**src/rtl/exe_mem_pipe_reg.sv**
```systemverilog
// -----------------------------------------------------------------------------
// exe_mem_pipe_reg
//   EXE -> MEM pipeline register built as a two-entry skid buffer. The "main"
//   entry drives the *_out ports; the "skid" entry catches one bundle that
//   arrives while main is held by back-pressure, so that in_ready can be a
//   pure register output with no combinational path from out_ready.
//
// Ports
//   clk, rst_n          : clock, synchronous active-low reset
//   in_valid / in_ready : upstream handshake (EXE side)
//   *_in                : bundle fields from EXE
//   out_valid/out_ready : downstream handshake (MEM side)
//   *_out               : registered bundle toward MEM
//   flush               : drop held and incoming bundles at the next edge
//   stall_cnt           : saturating count of back-pressured cycles
// -----------------------------------------------------------------------------
module exe_mem_pipe_reg #(
    parameter int DSIZE = 32,
    parameter int ASIZE = 5,
    parameter int ISIZE = 32,
    parameter int CNT_W = 16
) (
    input  logic             clk,
    input  logic             rst_n,
    input  logic             in_valid,
    output logic             in_ready,
    input  logic             wen_in,
    input  logic             mem_write_in,
    input  logic             mem_read_in,
    input  logic             mem_to_reg_in,
    input  logic             jal_in,
    input  logic [DSIZE-1:0] rdata2_in,
    input  logic [DSIZE-1:0] result_in,
    input  logic [ASIZE-1:0] waddr_in,
    input  logic [ISIZE-1:0] PC_jal_in,
    output logic             wen_out,
    output logic             mem_write_out,
    output logic             mem_read_out,
    output logic             mem_to_reg_out,
    output logic             jal_out,
    output logic [DSIZE-1:0] rdata2_out,
    output logic [DSIZE-1:0] result_out,
    output logic [ASIZE-1:0] waddr_out,
    output logic [ISIZE-1:0] PC_jal_out,
    output logic             out_valid,
    input  logic             out_ready,
    input  logic             flush,
    output logic [CNT_W-1:0] stall_cnt
);

    typedef struct packed {
        logic             wen;
        logic             mem_write;
        logic             mem_read;
        logic             mem_to_reg;
        logic             jal;
        logic [DSIZE-1:0] rdata2;
        logic [DSIZE-1:0] result;
        logic [ASIZE-1:0] waddr;
        logic [ISIZE-1:0] pc_jal;
    } bundle_t;

    bundle_t          in_bundle;
    bundle_t          main_reg, main_next;
    bundle_t          skid_reg, skid_next;
    logic             main_valid_reg, main_valid_next;
    logic             skid_valid_reg, skid_valid_next;
    logic [CNT_W-1:0] stall_cnt_reg, stall_cnt_next;
    logic             accept;
    logic             drain;

    assign in_bundle = '{wen:        wen_in,
                         mem_write:  mem_write_in,
                         mem_read:   mem_read_in,
                         mem_to_reg: mem_to_reg_in,
                         jal:        jal_in,
                         rdata2:     rdata2_in,
                         result:     result_in,
                         waddr:      waddr_in,
                         pc_jal:     PC_jal_in};

    // Skid is only ever occupied while main is, so a free skid slot means
    // there is always somewhere to put an incoming bundle.
    assign in_ready = ~skid_valid_reg;
    assign accept   = in_valid & in_ready & ~flush;
    assign drain    = main_valid_reg & out_ready;

    always_comb begin
        main_next       = main_reg;
        skid_next       = skid_reg;
        main_valid_next = main_valid_reg;
        skid_valid_next = skid_valid_reg;
        stall_cnt_next  = stall_cnt_reg;

        if (flush) begin
            // Held data is left in place; only the valid bits matter.
            main_valid_next = 1'b0;
            skid_valid_next = 1'b0;
        end else begin
            if (main_valid_reg && !out_ready && (stall_cnt_reg != {CNT_W{1'b1}})) begin
                stall_cnt_next = stall_cnt_reg + 1'b1;
            end

            if (drain && skid_valid_reg) begin
                // in_ready is low here, so no accept can collide with the move.
                main_next       = skid_reg;
                skid_valid_next = 1'b0;
            end else if (accept) begin
                if (!main_valid_reg || drain) begin
                    main_next       = in_bundle;
                    main_valid_next = 1'b1;
                end else begin
                    skid_next       = in_bundle;
                    skid_valid_next = 1'b1;
                end
            end else if (drain) begin
                main_valid_next = 1'b0;
            end
        end
    end

    always_ff @(posedge clk) begin
        if (!rst_n) begin
            main_reg       <= '0;
            skid_reg       <= '0;
            main_valid_reg <= 1'b0;
            skid_valid_reg <= 1'b0;
            stall_cnt_reg  <= '0;
        end else begin
            main_reg       <= main_next;
            skid_reg       <= skid_next;
            main_valid_reg <= main_valid_next;
            skid_valid_reg <= skid_valid_next;
            stall_cnt_reg  <= stall_cnt_next;
        end
    end

    // Side-effecting controls are masked on bubbles so MEM/WB never act on
    // stale data sitting in an invalid main entry.
    assign out_valid      = main_valid_reg;
    assign wen_out        = main_reg.wen & main_valid_reg;
    assign mem_write_out  = main_reg.mem_write & main_valid_reg;
    assign mem_read_out   = main_reg.mem_read & main_valid_reg;
    assign jal_out        = main_reg.jal & main_valid_reg;
    assign mem_to_reg_out = main_reg.mem_to_reg;
    assign rdata2_out     = main_reg.rdata2;
    assign result_out     = main_reg.result;
    assign waddr_out      = main_reg.waddr;
    assign PC_jal_out     = main_reg.pc_jal;
    assign stall_cnt      = stall_cnt_reg;

endmodule
```
**config.mk**
```make
export PLATFORM = sky130hd
export DESIGN_NAME = exe_mem_pipe_reg
export DESIGN_NICKNAME = d
export VERILOG_FILES = /design/src/rtl/exe_mem_pipe_reg.sv
export SDC_FILE = /design/constraint.sdc
export NUM_CORES = 1
export LEC_CHECK = 0
export BUFFER_PORTS_ARGS = -buffer_cell sky130_fd_sc_hd__buf_4
export CORE_ASPECT_RATIO = 0.5
export CORE_UTILIZATION = 54
export DETAILED_ROUTE_END_ITERATION = 10
export GPL_TIMING_DRIVEN = 0
export MAX_ROUTING_LAYER = met4
export PLACE_DENSITY = 0.8
export SETUP_SLACK_MARGIN = 0.4
export SYNTH_ARGS = -nofsm -noshare
export SYNTH_HDL_FRONTEND = slang
export SYNTH_SLANG_ARGS = --single-unit
```
**constraint.sdc**
```tcl
create_clock -name clk -period 2.2 [get_ports clk]
set_input_delay 0.33 -clock clk [delete_from_list [all_inputs] [get_ports clk]]
set_output_delay 0.33 -clock clk [all_outputs]
set_load 0.02 [all_outputs]
```
==> impl_metrics.csv, run 1 <==
group,metric,value,unit
place,gp_congestion,0.828,
cts,cts-htree-levels,1,
global_route,grt_max_degree,16,
cells_and_area,antenna_cells,0,
setup_path,worstSetupPathType,"flip-flop to flip-flop",
sta,fin_skew,0.00785,ns
power_and_ir_drop,leakage,6.13,nW
detailed_routing,route.detailed.drc,0,
cells_and_area,syn2layout_area_growth,33.3,%
cts,cts_num_sinks,230,
setup_path,reg2reg_depth,6,
cts,cts_root_buffer,"clkbuf_16",
cells_and_area,largest_reg_flops,106,
yosys,synth_area,0.00999,mm2
yosys,syn_nets,1264,
hold_path,hold-path-cell-count,3,
setup_path,critPathLaunchType,"flip-flop",
yosys,yosysWarnings,0,
setup_path,cp_max_fo,8,
global_route,track_usage,27.4,%
sta,rsz0062_at_grt,"yes",
place,dp_hpwl,18900,um
sta,worstMarginPinSlew,0.713,ns
detailed_routing,drt-met1-wl,11800,um
power_and_ir_drop,switching_power,2.33,mW
power_and_ir_drop,p_per_area,713,mW/mm2
power_and_ir_drop,p_int,7.16,mW
yosys,synth_cells,1152,
setup_path,crit_arrival,2.31,ns
cells_and_area,drive_above_1_share,33.7,%
setup_path,worst-r2r-setup-slack,0.33,ns
cts,clock_path_buffers,3,
cells_and_area,layout_commonest_cell,"buf_4",
detailed_routing,wl_per_cell,16.0,um
power_and_ir_drop,p_total,9.50,mW
global_route,grt_pass1_wl,41600,um
yosys,synth_cell_types,35,
hold_path,hp-start,"PC_jal_in[30]",
yosys,seq_area_frac_synth,46.1,%
cts,clkLatencyLatePin,0.50,ns
yosys,avgSynthCellArea,8.67,um2
global_route,first_global_vias,8559,
cts,tritoncts,"built",
cells_and_area,most-common-layout-cells,"buf_4, dfxtp_1, nand2_1, a21oi_1, nor2_1",
floorplan,pin_count,235,
sta,period_minus_slack,1.87,ns
sta,period_share,85.1,%
detailed_routing,drtAntennaViolNets,0,
detailed_routing,wl,26900,um
place,io_buffers,234,
cells_and_area,post-route-util,75.1,%
sta,slew_headroom,52.5,%
setup_path,regToRegStartpoint,"out_valid",
sta,timing.hold.ws,0.0745,ns
detailed_routing,wl_met3,1410,um
power_and_ir_drop,p_comb_share,13.6,%
floorplan,initial_core_util,56.3,%
floorplan,die-area,0.0191,mm2
setup_path,cp.required,2.64,ns
power_and_ir_drop,pwr-share-clk,40.2,%
detailed_routing,highest_layer,"met4",
sta,fmaxAchievable,534,MHz
floorplan,die_x,194,um
sta,final_max_slew_viol_count,0,
sta,hold_viol,0,
yosys,synth_seq_cells,230,
cells_and_area,nets,1538,
power_and_ir_drop,peakVddDrop,0.000562,V
hold_path,hold-path-endpoint,"skid_reg[30]",
global_route,antenna_found_initial,0,
detailed_routing,dr_wl_met2,13100,um
cells_and_area,layout.cells.non_filler,1675,
detailed_routing,vias,8934,
detailed_routing,drt-pass1-iter-count,5,
floorplan,die_y,98.2,um
setup_path,r2r-end,"stall_cnt[11]",
power_and_ir_drop,netSwitchingFraction,24.6,%
setup_path,cp-end-kind,"flip-flop",
cts,numCtsBuffers,21,
place,place_inst,1620,
job,max-cap-violations,0,
run_status,status,"completed",
floorplan,row_count,34,
floorplan,core-area,0.0177,mm2
sta,setup_viol,0,
cts,clk_pin_slew,0.07,ns
global_route,overflow,0,
hold_path,hp-class,"input pin to flip-flop",
power_and_ir_drop,seqPwrFrac,46.3,%
detailed_routing,drtIter0Drc,431,
detailed_routing,vias_per_cell,5.33,
cell type report:
cell class,instances,area (um2)
sequential,230,4610
fill,1295,4420
multi-input combinational,729,4400
timing repair buffer,251,1940
buffer,189,1340
clock buffer,31,623
tap,234,293
clock inverter,7,92.6
inverter,4,15.0
cell usage after synthesis, drive strengths merged:
cell type / number / share of area (%)
and2: 4 / 0.25
a221oi: 1 / 0.15
nand3b: 1 / 0.075
o21ai: 4 / 0.20
clkbuf: 37 / 1.4
buf: 152 / 10
a211oi: 106 / 8.0
nor3b: 2 / 0.26
nand2: 222 / 8.3
inv: 4 / 0.15
o211a: 1 / 0.10
nor2: 108 / 4.1
or3: 2 / 0.13
and4: 4 / 0.35
and3: 3 / 0.19
nand4: 4 / 0.25
o311ai: 1 / 0.088
mux2i: 109 / 11
a21oi: 118 / 5.9
nor3: 4 / 0.20
or3b: 1 / 0.11
or4: 9 / 0.68
o41ai: 1 / 0.088
o31ai: 8 / 0.60
ha: 1 / 0.13
dfxtp: 230 / 46
nand2b: 6 / 0.38
nand3: 8 / 0.40
a41o: 1 / 0.10
power groups by stage:
| stage | logic [mW] | clock network [mW] | registers, mW |
|---|---|---|---|
| 5_1_grt | 1.38 | 4.01 | 4.41 |
| 3_3_place_gp | 1.19 | 0 | 4.48 |
| 2_1_floorplan | 0.709 | 0 | 4.47 |
| 6_report | 1.29 | 3.82 | 4.39 |
| 3_5_place_dp | 1.21 | 0 | 4.48 |
| 4_1_cts | 1.23 | 3.85 | 4.39 |
cell families after synthesis:
family                     share of synthesized area [%]
AOI/OAI and AO/OA                                   15.2
adders and majority gates                          0.125
buffers and inverters                               11.9
DFF                                                 46.1
muxes                                               10.9
and+or+nand+nor                                     15.7
metal layers:
layer	global-route usage (%)	vias up
met5	-	-
met4	6.53	0
met3	4.53	51
met2	46.7	243
met1	34.2	4243
li1	-	4397
through the flow:
| step | setup TNS, ns | cell area [um2] | setup slack (ns) |
|---|---|---|---|
| after detailed placement | -7.20 | 12100 | -0.122 |
| final | 0 | 13300 | 0.328 |
| after global placement | -2.41 | 12100 | -0.0524 |
| after CTS | 0 | 12900 | 0.352 |
| after global routing | 0 | 13300 | 0.262 |
| after floorplan | 0 | 10000 | 0.433 |
timing repair:
action                                 in CTS  in global routing
hold buffers                                0                  0
pin swaps                                   6                  9
cloned                                      0                  3
endpoints found under the hold margin       0                  0
resized for setup                          35                 79
setup endpoints to repair                 224                158
buffers inserted                            6                  8
critical path, stage by stage (launching register included):
cell	delay (ns)
dfxtp_2	0.34
buf_6	0.12
nor3b_4	0.29
nand4_1	0.23
buf_6	0.19
or4_4	0.51
a21oi_2	0.11
worst max-delay path by stage:
stage	startpoint	endpoint	slack, ns
after floorplan	stall_cnt[1]	stall_cnt[2]	0.43
after global placement	skid_valid_reg	PC_jal_out[24]	-0.05
after detailed placement	skid_valid_reg	PC_jal_out[0]	-0.12
after CTS	out_valid	stall_cnt[11]	0.35
after global routing	out_valid	stall_cnt[9]	0.26
final	out_valid	stall_cnt[11]	0.33
No activity file was read; power rests on OpenSTA's default activity.
==> inputs of run 2 (changes only) <==
==> constraint.sdc (replaced) <==
create_clock -name clk -period 2.2 [get_ports clk]
set_input_delay 0 -clock clk [delete_from_list [all_inputs] [get_ports clk]]
set_output_delay 0 -clock clk [all_outputs]
set_load 0.02 [all_outputs]
==> run 2 against run 1 <==
Largest power group unchanged. Global-route usage up 2.7 points. Critical path type unchanged. Clock skew up 0.0046 ns. Sequential power about the same. Highest routed layer unchanged. Cell count up 6.3%.
==> impl_metrics.csv, run 2 (same netlist as run 1, synthesis figures left out) <==
group,metric,value,unit
detailed_routing,drtAntennaViolNets,0,
setup_path,reg2reg_depth,7,
power_and_ir_drop,p_per_area,679,mW/mm2
floorplan,initial_core_util,56.3,%
power_and_ir_drop,leakage,6.53,nW
cells_and_area,drive_above_1_share,30.0,%
hold_path,hp-class,"input pin to flip-flop",
sta,fin_ws,0.366,ns
floorplan,die_y,98.2,um
power_and_ir_drop,peakVddDrop,0.000566,V
cts,clk_pin_slew,0.07,ns
setup_path,critical_path_buf_inv_count,2,
job,max-cap-violations,0,
detailed_routing,vias_per_cell,5.29,
run_status,status,"completed",
setup_path,cp-end-kind,"flip-flop",
sta,hold_viol,0,
setup_path,cp_max_fo,5,
floorplan,die-area,0.0191,mm2
cts,cts-htree-levels,1,
place,post-place-ws,-0.122,ns
cells_and_area,syn2layout_area_growth,41.7,%
cells_and_area,largest_reg_flops,106,
setup_path,crit_chain,"ha_4, and4_1, buf_6, and4_4, buf_6, or4_4, a21oi_2",
place,gp_congestion,0.828,
place,placed_cell_area,0.0121,mm2
cts,tritoncts,"built",
detailed_routing,drtIter0Drc,459,
sta,fmaxAchievable,545,MHz
place,io_buffers,234,
cts,clock_path_buffers,3,
setup_path,regToRegStartpoint,"stall_cnt[1]",
hold_path,hold-path-cell-count,3,
cts,clkLatencyLatePin,0.51,ns
cts,numCtsBuffers,21,
cells_and_area,nets,1643,
detailed_routing,wl,28700,um
cells_and_area,fillCellCount,1149,
global_route,first_global_vias,9379,
floorplan,row_count,34,
sta,fin_skew,0.0124,ns
floorplan,pin_count,235,
cts,cts_num_sinks,230,
cells_and_area,most-common-layout-cells,"buf_4, dfxtp_1, nand2_1, a21oi_1",
cells_and_area,post-route-util,79.8,%
hold_path,hold-path-endpoint,"stall_cnt[15]",
setup_path,crit_slowest_cell,"or4_4",
sta,period_share,83.4,%
setup_path,crit_family,"simple AND/OR/NAND/NOR gates",
global_route,track_usage,30.2,%
setup_path,path_common_cell,"buf_6",
sta,slew_headroom,53.4,%
global_route,grt_max_degree,16,
setup_path,worst-r2r-setup-slack,0.37,ns
setup_path,crit_arrival,2.27,ns
detailed_routing,wl_per_cell,16.1,um
setup_path,cpPeakStageDelay,0.47,ns
hold_path,hp-start,"rst_n",
floorplan,die_x,194,um
global_route,grt_pass1_wl,45600,um
sta,timing.setup.tns,0,ns
setup_path,cp.required,2.63,ns
global_route,antenna_found_initial,0,
detailed_routing,route.detailed.drc,0,
place,dp_hpwl,18900,um
setup_path,r2r-end,"stall_cnt[7]",
floorplan,core-area,0.0177,mm2
cells_and_area,layout_commonest_cell,"buf_4",
sta,setup_viol,0,
cts,cts_root_buffer,"clkbuf_16",
setup_path,critPathLaunchType,"flip-flop",
detailed_routing,vias,9427,
sta,worstMarginPinSlew,0.699,ns
sta,period_minus_slack,1.83,ns
detailed_routing,drt-pass1-iter-count,5,
setup_path,worstSetupPathType,"flip-flop to flip-flop",
sta,rsz0062_at_grt,"yes",
sta,final_max_slew_viol_count,0,
global_route,overflow,0,
cells_and_area,fin_area,0.0142,mm2
run 2: changes by cell type in the layout (fill, tap and decap cells not counted), sizes merged:
| cell | previous run | this run |
|---|---|---|
| clkbuf | 71 | 66 |
| dlygate4sd3 | 0 | 109 |
| diode | 0 | 1 |
| buf | 400 | 401 |
run 2: power breakdown:
group          switching (mW)  leakage, nW  internal [mW]
logic                   0.674         4.29          0.735
clock network            1.60        0.356           2.21
registers              0.0824         1.88           4.31
run 2: metrics by stage:
| step | power [mW] | hold WS [ns] | std cells |
|---|---|---|---|
| after floorplan | 5.18 | 0.136 | 1152 |
| final | 9.62 | 0.108 | 1781 |
| after detailed placement | 5.69 | 0.267 | 1620 |
| after global placement | 5.67 | 0.257 | 1620 |
| after global routing | 9.93 | 0.122 | 1780 |
| after CTS | 9.63 | 0.0760 | 1773 |
run 2: final cells by class:
class	instances	area (um2)	area share, %
Multi-Input combinational cell	729	4300	30.4
Tap cell	234	293	2.07
Antenna cell	1	2.50	0.0177
Buffer	189	1260	8.90
Clock inverter	7	92.6	0.654
Inverter	4	15.0	0.106
Clock buffer	31	623	4.40
Sequential cell	230	4610	32.6
Timing Repair Buffer	356	2960	20.9
run 2: repair_timing:
item                                   4_1_cts  5_1_grt
gates resized for setup                     35       32
pin swaps                                    6        5
hold buffers                               109        0
endpoints found under the hold margin      217        0
gates cloned                                 0        1
setup endpoints to repair                  224      163
buffers inserted                             6        6
run 2: per-layer routing:
| layer | track usage [%] | share of wire (%) | vias up |
|---|---|---|---|
| met1 | 36.2 | 43 | 4462 |
| li1 | - | - | 4606 |
| met4 | 8.36 | 2.5 | 0 |
| met2 | 53.0 | 49 | 290 |
| met3 | 4.39 | 4.9 | 69 |
| met5 | - | 0 | - |
run 2: worst max-delay path by stage:
| stage | from | to | cells after the start | slack, ns |
|---|---|---|---|---|
| 6_report | stall_cnt[1] | stall_cnt[7] | 7 | 0.37 |
| 4_1_cts | out_valid | stall_cnt[11] | 6 | 0.35 |
| 3_5_place_dp | skid_valid_reg | PC_jal_out[0] | 5 | -0.12 |
| 2_1_floorplan | stall_cnt[1] | stall_cnt[2] | 7 | 0.43 |
| 5_1_grt | stall_cnt[1] | stall_cnt[7] | 7 | 0.31 |
| 3_3_place_gp | skid_valid_reg | PC_jal_out[24] | 5 | -0.05 |
run 2: worst reg2reg max path, cell delays in order (launching register included):
cell	delay, ns
dfxtp_4	0.37
ha_4	0.17
and4_1	0.20
buf_6	0.12
and4_4	0.20
buf_6	0.13
or4_4	0.47
a21oi_2	0.12
